--- src/rtl/sng_pkg.sv ---
// sng_array shared types: FSM state, trailing-zero helper, LFSR tap masks.
// Optional LFSR selection mode is enabled by the SNG_LFSR_EN macro.
package sng_pkg;

  typedef enum logic [1:0] {
    IDLE,
    GEN,
    DONE
  } sng_state_e;

  // Maximal-length feedback masks, bit i = tap i+1, indexed by WIDTH.
  localparam logic [7:0] SNG_LFSR_TAPS [3:8] = '{
    8'h06, 8'h0C, 8'h14, 8'h30, 8'h60, 8'hB8
  };

  function automatic int sng_tz(input logic [8:0] v);
    int n;
    logic found;
    n = 0;
    found = 1'b0;
    for (int i = 0; i < 9; i++) begin
      if (!found) begin
        if (v[i]) found = 1'b1;
        else n++;
      end
    end
    return n;
  endfunction

endpackage

--- src/rtl/sng_if.sv ---
// sng_array operand/handshake bundle.
// master drives operands and requests; slave returns the streams.
interface sng_if #(
  parameter int WIDTH = 4,
  parameter int CH    = 4
);
  logic [CH*WIDTH-1:0] i_x_bn;
  logic                i_start_sng;
  logic                i_stop_sng;
  logic [CH-1:0]       o_sn_bits;
  logic                o_sn_valid;
  logic                o_sn_last;
  logic                o_done;
  logic                o_aborted;
  logic                o_busy;

  modport master (
    output i_x_bn, i_start_sng, i_stop_sng,
    input  o_sn_bits, o_sn_valid, o_sn_last,
    input  o_done, o_aborted, o_busy
  );

  modport slave (
    input  i_x_bn, i_start_sng, i_stop_sng,
    output o_sn_bits, o_sn_valid, o_sn_last,
    output o_done, o_aborted, o_busy
  );
endinterface

--- src/rtl/sng_sel_gen.sv ---
// Shared bit-selection logic: trailing-zero select and LFSR next state.
// The LFSR step is only consumed when SNG_LFSR_EN is defined.
module sng_sel_gen
  import sng_pkg::*;
#(
  parameter int WIDTH = 4,
  parameter int SW    = $clog2(WIDTH)
) (
  input  logic [WIDTH-1:0] k_i,
  input  logic [WIDTH-1:0] lfsr_i,
  output logic [SW-1:0]    sel_o,
  output logic             sel_valid_o,
  output logic [WIDTH-1:0] lfsr_o
);

  localparam logic [WIDTH-1:0] TAPS =
    SNG_LFSR_TAPS[WIDTH][WIDTH-1:0];

  logic [WIDTH:0] kp1;
  int             tz;

  // Select bit W-1-tz(k+1); the final stream slot has no valid bit.
  always_comb begin
    kp1         = {1'b0, k_i} + (WIDTH+1)'(1);
    tz          = sng_tz(9'(kp1));
    sel_valid_o = ~&k_i;
    sel_o       = '0;
    if (sel_valid_o) sel_o = SW'(WIDTH - 1 - tz);
  end

  // Fibonacci step: shift left, feed back parity of tapped bits.
  always_comb begin
    lfsr_o = {lfsr_i[WIDTH-2:0], ^(lfsr_i & TAPS)};
  end

endmodule

--- src/rtl/sng_array.sv ---
// Multi-channel stochastic number generator with aligned streams.
// Define SNG_LFSR_EN for LFSR comparison instead of bit selection.
module sng_array
  import sng_pkg::*;
#(
  parameter int WIDTH     = 4,
  parameter int CH        = 4,
  parameter int LFSR_SEED = 1
) (
  input logic i_clk_sng,
  input logic i_rst_sng,
  sng_if.slave bus
);

  localparam int SW = $clog2(WIDTH);

  sng_state_e          state_q, state_d;
  logic [WIDTH-1:0]    k_q, k_d;
  logic [CH*WIDTH-1:0] x_q, x_d;
  logic                ab_q, ab_d;
  logic [WIDTH-1:0]    lfsr_q, lfsr_nxt;
  logic [SW-1:0]       sel;
  logic                sel_valid;
  logic                gen;
  logic                accept;
  logic [CH-1:0]       bits;

  assign gen    = (state_q == GEN);
  assign accept = (state_q == IDLE) && bus.i_start_sng;

  // State, counter, latched operands and abort flag.
  always_ff @(posedge i_clk_sng or posedge i_rst_sng) begin
    if (i_rst_sng) begin
      state_q <= IDLE;
      k_q     <= '0;
      x_q     <= '0;
      ab_q    <= 1'b0;
    end else begin
      state_q <= state_d;
      k_q     <= k_d;
      x_q     <= x_d;
      ab_q    <= ab_d;
    end
  end

  // Next state; the last slot completes normally even if stop is set.
  always_comb begin
    state_d = state_q;
    k_d     = k_q;
    x_d     = x_q;
    ab_d    = ab_q;
    unique case (state_q)
      IDLE: begin
        if (bus.i_start_sng) begin
          x_d     = bus.i_x_bn;
          k_d     = '0;
          ab_d    = 1'b0;
          state_d = GEN;
        end
      end
      GEN: begin
        k_d = k_q + 1'b1;
        if (&k_q) begin
          ab_d    = 1'b0;
          state_d = DONE;
        end else if (bus.i_stop_sng) begin
          ab_d    = 1'b1;
          state_d = DONE;
        end
      end
      DONE: state_d = IDLE;
      default: state_d = IDLE;
    endcase
  end

  sng_sel_gen #(.WIDTH(WIDTH)) u_sel (
    .k_i        (k_q),
    .lfsr_i     (lfsr_q),
    .sel_o      (sel),
    .sel_valid_o(sel_valid),
    .lfsr_o     (lfsr_nxt)
  );

`ifdef SNG_LFSR_EN
  logic unused_sel;
  assign unused_sel = ^sel;

  // Shared LFSR: reseeded on start, stepped once per stream cycle.
  always_ff @(posedge i_clk_sng or posedge i_rst_sng) begin
    if (i_rst_sng) lfsr_q <= WIDTH'(LFSR_SEED);
    else if (accept) lfsr_q <= WIDTH'(LFSR_SEED);
    else if (gen) lfsr_q <= lfsr_nxt;
  end
`else
  localparam int unused_seed = LFSR_SEED;
  logic unused_lfsr;
  assign lfsr_q      = '0;
  assign unused_lfsr = ^{lfsr_nxt, accept};
`endif

  for (genvar c = 0; c < CH; c++) begin : g_ch
    logic [WIDTH-1:0] xc;
    assign xc = x_q[c*WIDTH +: WIDTH];
`ifdef SNG_LFSR_EN
    assign bits[c] = gen & sel_valid & (lfsr_q <= xc);
`else
    assign bits[c] = gen & sel_valid & xc[sel];
`endif
  end

  assign bus.o_sn_bits  = bits;
  assign bus.o_sn_valid = gen;
  assign bus.o_sn_last  = gen && (&k_q);
  assign bus.o_done     = (state_q == DONE);
  assign bus.o_aborted  = (state_q == DONE) && ab_q;
  assign bus.o_busy     = (state_q != IDLE);

endmodule

--- src/flat_wrapper.sv ---
// flat-port wrapper written by rule: the top's interface ports become plain ports
module sng_array_flat import sng_pkg::*;
#(
  parameter int WIDTH     = 4,
  parameter int CH        = 4,
  parameter int LFSR_SEED = 1
)
  (i_clk_sng, i_rst_sng, bus_i_x_bn, bus_i_start_sng, bus_i_stop_sng, bus_o_sn_bits, bus_o_sn_valid, bus_o_sn_last, bus_o_done, bus_o_aborted, bus_o_busy);
  sng_if #(.WIDTH(WIDTH), .CH(CH)) bus_i ();
  input logic i_clk_sng;
  input logic i_rst_sng;
  input wire logic [$bits(bus_i.i_x_bn)-1:0] bus_i_x_bn;
  input wire logic [$bits(bus_i.i_start_sng)-1:0] bus_i_start_sng;
  input wire logic [$bits(bus_i.i_stop_sng)-1:0] bus_i_stop_sng;
  output wire logic [$bits(bus_i.o_sn_bits)-1:0] bus_o_sn_bits;
  output wire logic [$bits(bus_i.o_sn_valid)-1:0] bus_o_sn_valid;
  output wire logic [$bits(bus_i.o_sn_last)-1:0] bus_o_sn_last;
  output wire logic [$bits(bus_i.o_done)-1:0] bus_o_done;
  output wire logic [$bits(bus_i.o_aborted)-1:0] bus_o_aborted;
  output wire logic [$bits(bus_i.o_busy)-1:0] bus_o_busy;
  assign bus_i.i_x_bn = bus_i_x_bn;
  assign bus_i.i_start_sng = bus_i_start_sng;
  assign bus_i.i_stop_sng = bus_i_stop_sng;
  assign bus_o_sn_bits = bus_i.o_sn_bits;
  assign bus_o_sn_valid = bus_i.o_sn_valid;
  assign bus_o_sn_last = bus_i.o_sn_last;
  assign bus_o_done = bus_i.o_done;
  assign bus_o_aborted = bus_i.o_aborted;
  assign bus_o_busy = bus_i.o_busy;
  sng_array #(.WIDTH(WIDTH), .CH(CH), .LFSR_SEED(LFSR_SEED)) u_core (.i_clk_sng(i_clk_sng), .i_rst_sng(i_rst_sng), .bus(bus_i));
endmodule
--- config.mk ---
export PLATFORM = sky130hd
export DESIGN_NAME = sng_array_flat
export DESIGN_NICKNAME = d
export VERILOG_FILES = /design/src/rtl/sng_pkg.sv /design/src/rtl/sng_if.sv /design/src/rtl/sng_sel_gen.sv /design/src/rtl/sng_array.sv /design/src/flat_wrapper.sv
export SDC_FILE = /design/constraint.sdc
export NUM_CORES = 1
export LEC_CHECK = 0
export CAP_MARGIN = 10
export CORE_MARGIN = 3
export CORE_UTILIZATION = 47
export CTS_CLUSTER_SIZE = 24
export DETAILED_ROUTE_END_ITERATION = 16
export PLACE_DENSITY_LB_ADDON = 0.15
export SETUP_SLACK_MARGIN = 0.05
export SLEW_MARGIN = 0
export SYNTH_ARGS = -nofsm -noshare
export SYNTH_HDL_FRONTEND = slang
export SYNTH_HIERARCHICAL = 1
export SYNTH_SLANG_ARGS = --single-unit
--- constraint.sdc ---
create_clock -name i_clk_sng -period 1.9 [get_ports i_clk_sng]
set_input_delay 0.285 -clock i_clk_sng [delete_from_list [all_inputs] [get_ports i_clk_sng]]
set_output_delay 0.285 -clock i_clk_sng [all_outputs]
set_load 0.03 [all_outputs]
---- Yosys cells after proc, flatten, opt, wreduce, memory -nomap -nowiden ----
Index checks and enable logic that the tools add are counted.
storage, ports and cells
  register bits ........................... 23
cells by class
  mux-type cells .......................... 41
  bitwise logic cells ..................... 5
  reduce and logical (&&, ||, !) cells .... 11
  add/subtract/negate cells ............... 11
  equality and inequality tests ........... 4
  magnitude comparators ................... 1
operators with widths
  operator               count
  $mux W2                16
  $mux W1                17
  $add A2 B2 Y2 const B  7
  $bmux W1 S2            4
  $pmux W4 S2            1
  $reduce_and A2 Y1      3
  $add A4 B1 Y5 const B  1
  $and A1 B1 Y1          5
  $add A4 B1 Y4 const B  1
  $mux W4                1
  $pmux W2 S2            1
  $reduce_and A4 Y1      1
  $reduce_bool A2 Y1     2
  $lt A2 B3 Y1 const B   1
  $ne A3 B3 Y1 const B   1
  $reduce_and A3 Y1      1
  $add A1 B1 Y2 const B  1
  $eq A2 B1 Y1 const B   1
  $eq A2 B2 Y1 const B   1
  $logic_and A1 B1 Y1    2
  $logic_not A2 Y1       1
  $ne A2 B2 Y1 const B   1
  $pmux W1 S2            1
  $sub A1 B2 Y2 const A  1
  $logic_not A1 Y1       1

---- Longest topological paths before layout ----
  word-level depth ........................ 27
  depth in mapped cells ................... 5

---- Hierarchy ----
The synthesis kept the hierarchy.
modules (own cells, without submodules)
  module       cells an instance  area each (um^2)  sequential area each (um^2)  instances
  sng_array    75                 1,064.8           575.6                        1
  sng_sel_gen  8                  53.8              0.0                          1

---- Worst setup path before layout ----
OpenSTA, ideal clock, no wires.
  kind .................................... register to output
  from .................................... reg u_core.k_q[2]
  to ...................................... out bus_o_sn_bits[0]
  arrival time ............................ 1.538 ns
  path slack .............................. 0.077 ns
  buffers on the path ..................... 0
  cell stages (with the launch flop) ...... 4
  cell sequence ........................... dfrtp_1 > o21ai_2 > mux4_2 > and3_1
on the way
  longest elaborated chain between the ends .. 22
RTL lines
  item                             line                RTL
  start: declaration               sng_array.sv:18     logic [WIDTH-1:0] k_q, k_d;
  start signal: assignment         sng_array.sv:40     k_q <= k_d;
  $add A4 B1 Y5                    sng_sel_gen.sv:24   kp1 = {1'b0, k_i} + (WIDTH+1)'(1);
  $mux W2                          sng_pkg.sv:23       if (v[i]) found = 1'b1;
  $mux W2                          sng_pkg.sv:22       if (!found) begin
  $add A2 B2 Y2                    sng_pkg.sv:24       else n++;
  $mux W2                          sng_pkg.sv:23
  $mux W2                          sng_pkg.sv:22
  $add A2 B2 Y2                    sng_pkg.sv:24
  $mux W2                          sng_pkg.sv:23
  (+7 left out)                    n/a
  $add A2 B2 Y2                    sng_pkg.sv:24
  $mux W2                          sng_pkg.sv:22
  $sub A1 B2 Y2                    sng_sel_gen.sv:28   if (sel_valid_o) sel_o = SW'(WIDTH - 1 - tz);
  $mux W2 *                        sng_sel_gen.sv:28
  net u_core.sel[0]                sng_array.sv:22     logic [SW-1:0] sel;
  $bmux W1 S2 *                    sng_array.sv:107    assign bits[c] = gen & sel_valid & xc[sel];
  $mux W1 (implied by the code) *  sng_array.sv:107
  $and A1 B1 Y1 *                  sng_array.sv:107
  end: declaration                 flat_wrapper.sv:15  output wire logic [$bits(bus_i.o_sn_bits)-1:0] bus_o_sn_bits;
The timed path passes the listed nets; every way through them passes the cells marked *. The select of a mux whose other input is x is not followed.

---- Worst setup path after layout ----
  from .................................... reg u_core.k_q[1]
  to ...................................... out bus_o_sn_bits[2]
on the way
  longest elaborated chain between the ends .. 25
RTL lines
  item                             line
  $add A4 B1 Y5                    sng_sel_gen.sv:24
  $mux W2                          sng_pkg.sv:23
  $mux W2                          sng_pkg.sv:22
  $add A2 B2 Y2                    sng_pkg.sv:24
  $mux W2                          sng_pkg.sv:23
  $mux W2                          sng_pkg.sv:22
  $add A2 B2 Y2                    sng_pkg.sv:24
  $mux W2                          sng_pkg.sv:23
  (+10 left out)                   n/a
  $add A2 B2 Y2                    sng_pkg.sv:24
  $mux W2                          sng_pkg.sv:22
  $sub A1 B2 Y2                    sng_sel_gen.sv:28
  $mux W2 *                        sng_sel_gen.sv:28
  net u_core.sel[0]                sng_array.sv:22
  $bmux W1 S2 *                    sng_array.sv:107
  $mux W1 (implied by the code) *  sng_array.sv:107
  $and A1 B1 Y1 *                  sng_array.sv:107
Marks and branches as above.

==> metrics.txt <==
cts bufs inserted 3; max_slew headroom roughly four fifths; Die Span Y 54.02 um; Setup crit end kind output port; Fin. Hold Viols 0; Hold WC Path Type in -> async; Initial Util 52.55%; Setup violations, final 4; f_max ~460 MHz; Fillers 155; # diodes 0; H-tree Lvls 1; Worst Path Max Fanout 3; Boundary Pins 29; Max Buffers Root-to-Sink 2; Layout Skew approximately 2.0 ps; post-CTS setup buffer count 0; Crit path required time 1620 ps; DP Area between 1000 and 1500 sq um; Final Wtd Congestion 0.7994; DP HPWL between 1.5 and 2 mm; Nets about 140; core area about 2100 sq um; clock slew at reported path FFs 120 ps; Avg Inst Size Synth about 14 sq um; Ys Warns 6; Final Max Tran Viols 0; critical path class reg -> out; final worst setup slack -264.4 ps; Area Growth Syn to Fin 42.49%; Pre-antenna DRT Iters 4; Mapped Cells 78; Sink Count 23; post-route cell area ~1500 sq um; r2r setup slk between 400 and 500 ps; # DRC 0; Lkg Pwr between 0.6 and 0.7 nW; Syn Std Cell Area 1084 sq um; pwr/cell area around 1400 nW/um^2; ANT nets after route 0; initial antenna violation count 0; VDD IR max around 800 uV; DP Worst Slack -370.9 ps; max_cap viols 0; die area 2918 sq um; status finished, violations left; Tmin final roughly 2200 ps; worst reg2reg path depth 4; layout cells sized above 1 42.15%; Tcrit/Tclk final 113.9%; num rows 16; largest net degree at the start of global routing 24; CP Launch Type register; vias in the first global route about 820; Initial DRC Count 9; overflow left after global routing 0; RSZ-0062 raised after global routing true; failing checks negative setup slack; clock tree root buffer cell clkbuf_4; worst-margin pin slew around 320 ps; Worst Path Arrival approximately 1900 ps; Routed WL per cell 15.41 um; first-pass GRT wire length roughly 3.6 mm; DRT Wirelength approximately 2.3 mm; die span in x 54.02 um; CTS tree yes; Tot GR Track Use 18.15%; Clock Latency Late Sink slightly above 300 ps; vias after detailed routing about 800; Buffers on Ports 28; net count of the mapped netlist 99; Via density between 5 and 6
cells in the final DEF (no fill, tap or decap), drive strengths merged:
cell type / count
nor3b: 1
or2: 1
and2: 1
mux2: 16
and3: 4
nand4: 2
nor2: 3
nand3: 1
a21o: 2
o21ai: 2
a32o: 1
a22o: 2
mux2i: 2
o21bai: 1
clkdlybuf4s15: 2
clkdlybuf4s50: 19
mux4: 4
nand2: 3
buf: 17
dlygate4sd2: 1
clkbuf: 5
inv: 4
dfrtp: 23
a31oi: 1
ha: 1
nand2b: 2
final timing paths:
path	from	to
min in group i_clk_sng	u_core/x_q[3]$_DFFE_PP0P_	u_core/x_q[3]$_DFFE_PP0P_
worst min-delay path	i_rst_sng	u_core/k_q[1]$_DFFE_PP0P_
max in group asynchronous	i_rst_sng	u_core/ab_q$_DFFE_PP0P_
worst max register to register	u_core/state_q[0]$_DFFE_PP0P_	u_core/x_q[4]$_DFFE_PP0P_
worst max-delay path	u_core/k_q[1]$_DFFE_PP0P_	bus_o_sn_bits[2]
worst min register to register	u_core/x_q[3]$_DFFE_PP0P_	u_core/x_q[3]$_DFFE_PP0P_
through the flow:
stage                     setup TNS (ps)  utilization, %  cells  hold WS, ps  total power, mW
after global routing               -1275           74.88    148        310.5            2.224
after CTS                          -1074           74.82    148        309.7            2.093
after detailed placement           -1361           72.21    144        491.1            1.815
after global placement             -1224           72.21    144        486.8            1.763
after floorplan                        0               -     78        286.9            1.409
final                             -949.5           74.88    148        302.3            2.093
state kept, by name, indices dropped and copies added, names as in the netlist:
name and flops:
u_core/x_q 16, u_core/k_q 4, u_core/state_q 2, u_core/ab_q 1
repair_timing:
action | in CTS | in global routing
endpoints found under the hold margin | 0 | 0
hold buffers | 0 | 0
pin swaps | 1 | 1
setup endpoints to repair | 9 | 8
gates resized for setup | 42 | 10
layout make-up:
cell class | instances | area (sq um) | share of cell area (%)
Timing Repair Buffer | 40 | 384.1 | 24.88
Tap cell | 27 | 33.78 | 2.188
Multi-Input combinational cell | 50 | 509.2 | 32.98
Sequential cell | 23 | 575.6 | 37.28
Clock buffer | 4 | 26.28 | 1.702
Inverter | 4 | 15.01 | 0.9724
metal layers:
layer  part of all wire [%]  GRT usage (%)  up-vias
li1                       -              -      373
met2                     53          32.66       21
met4                    1.4          8.714        0
met3                    4.9          4.709        5
met1                     40          19.57      398
met5                      0              0        -
report_power, final:
| group | internal [mW] | switching, mW | leakage [nW] | total, mW |
|---|---|---|---|---|
| logic | 0.614 | 0.447 | 0.391 | 1.06 |
| registers | 0.687 | 0.120 | 0.278 | 0.807 |
| clock network | 0.0820 | 0.142 | 0.0150 | 0.224 |
worst max-delay path: stages (launching register included):
cell and delay (ps):
dfrtp_1 410, inv_2 60, o21ai_4 140, buf_6 130, mux4_2 500, and3_4 200, buf_6 130
(Power assumes the default switching activity.)
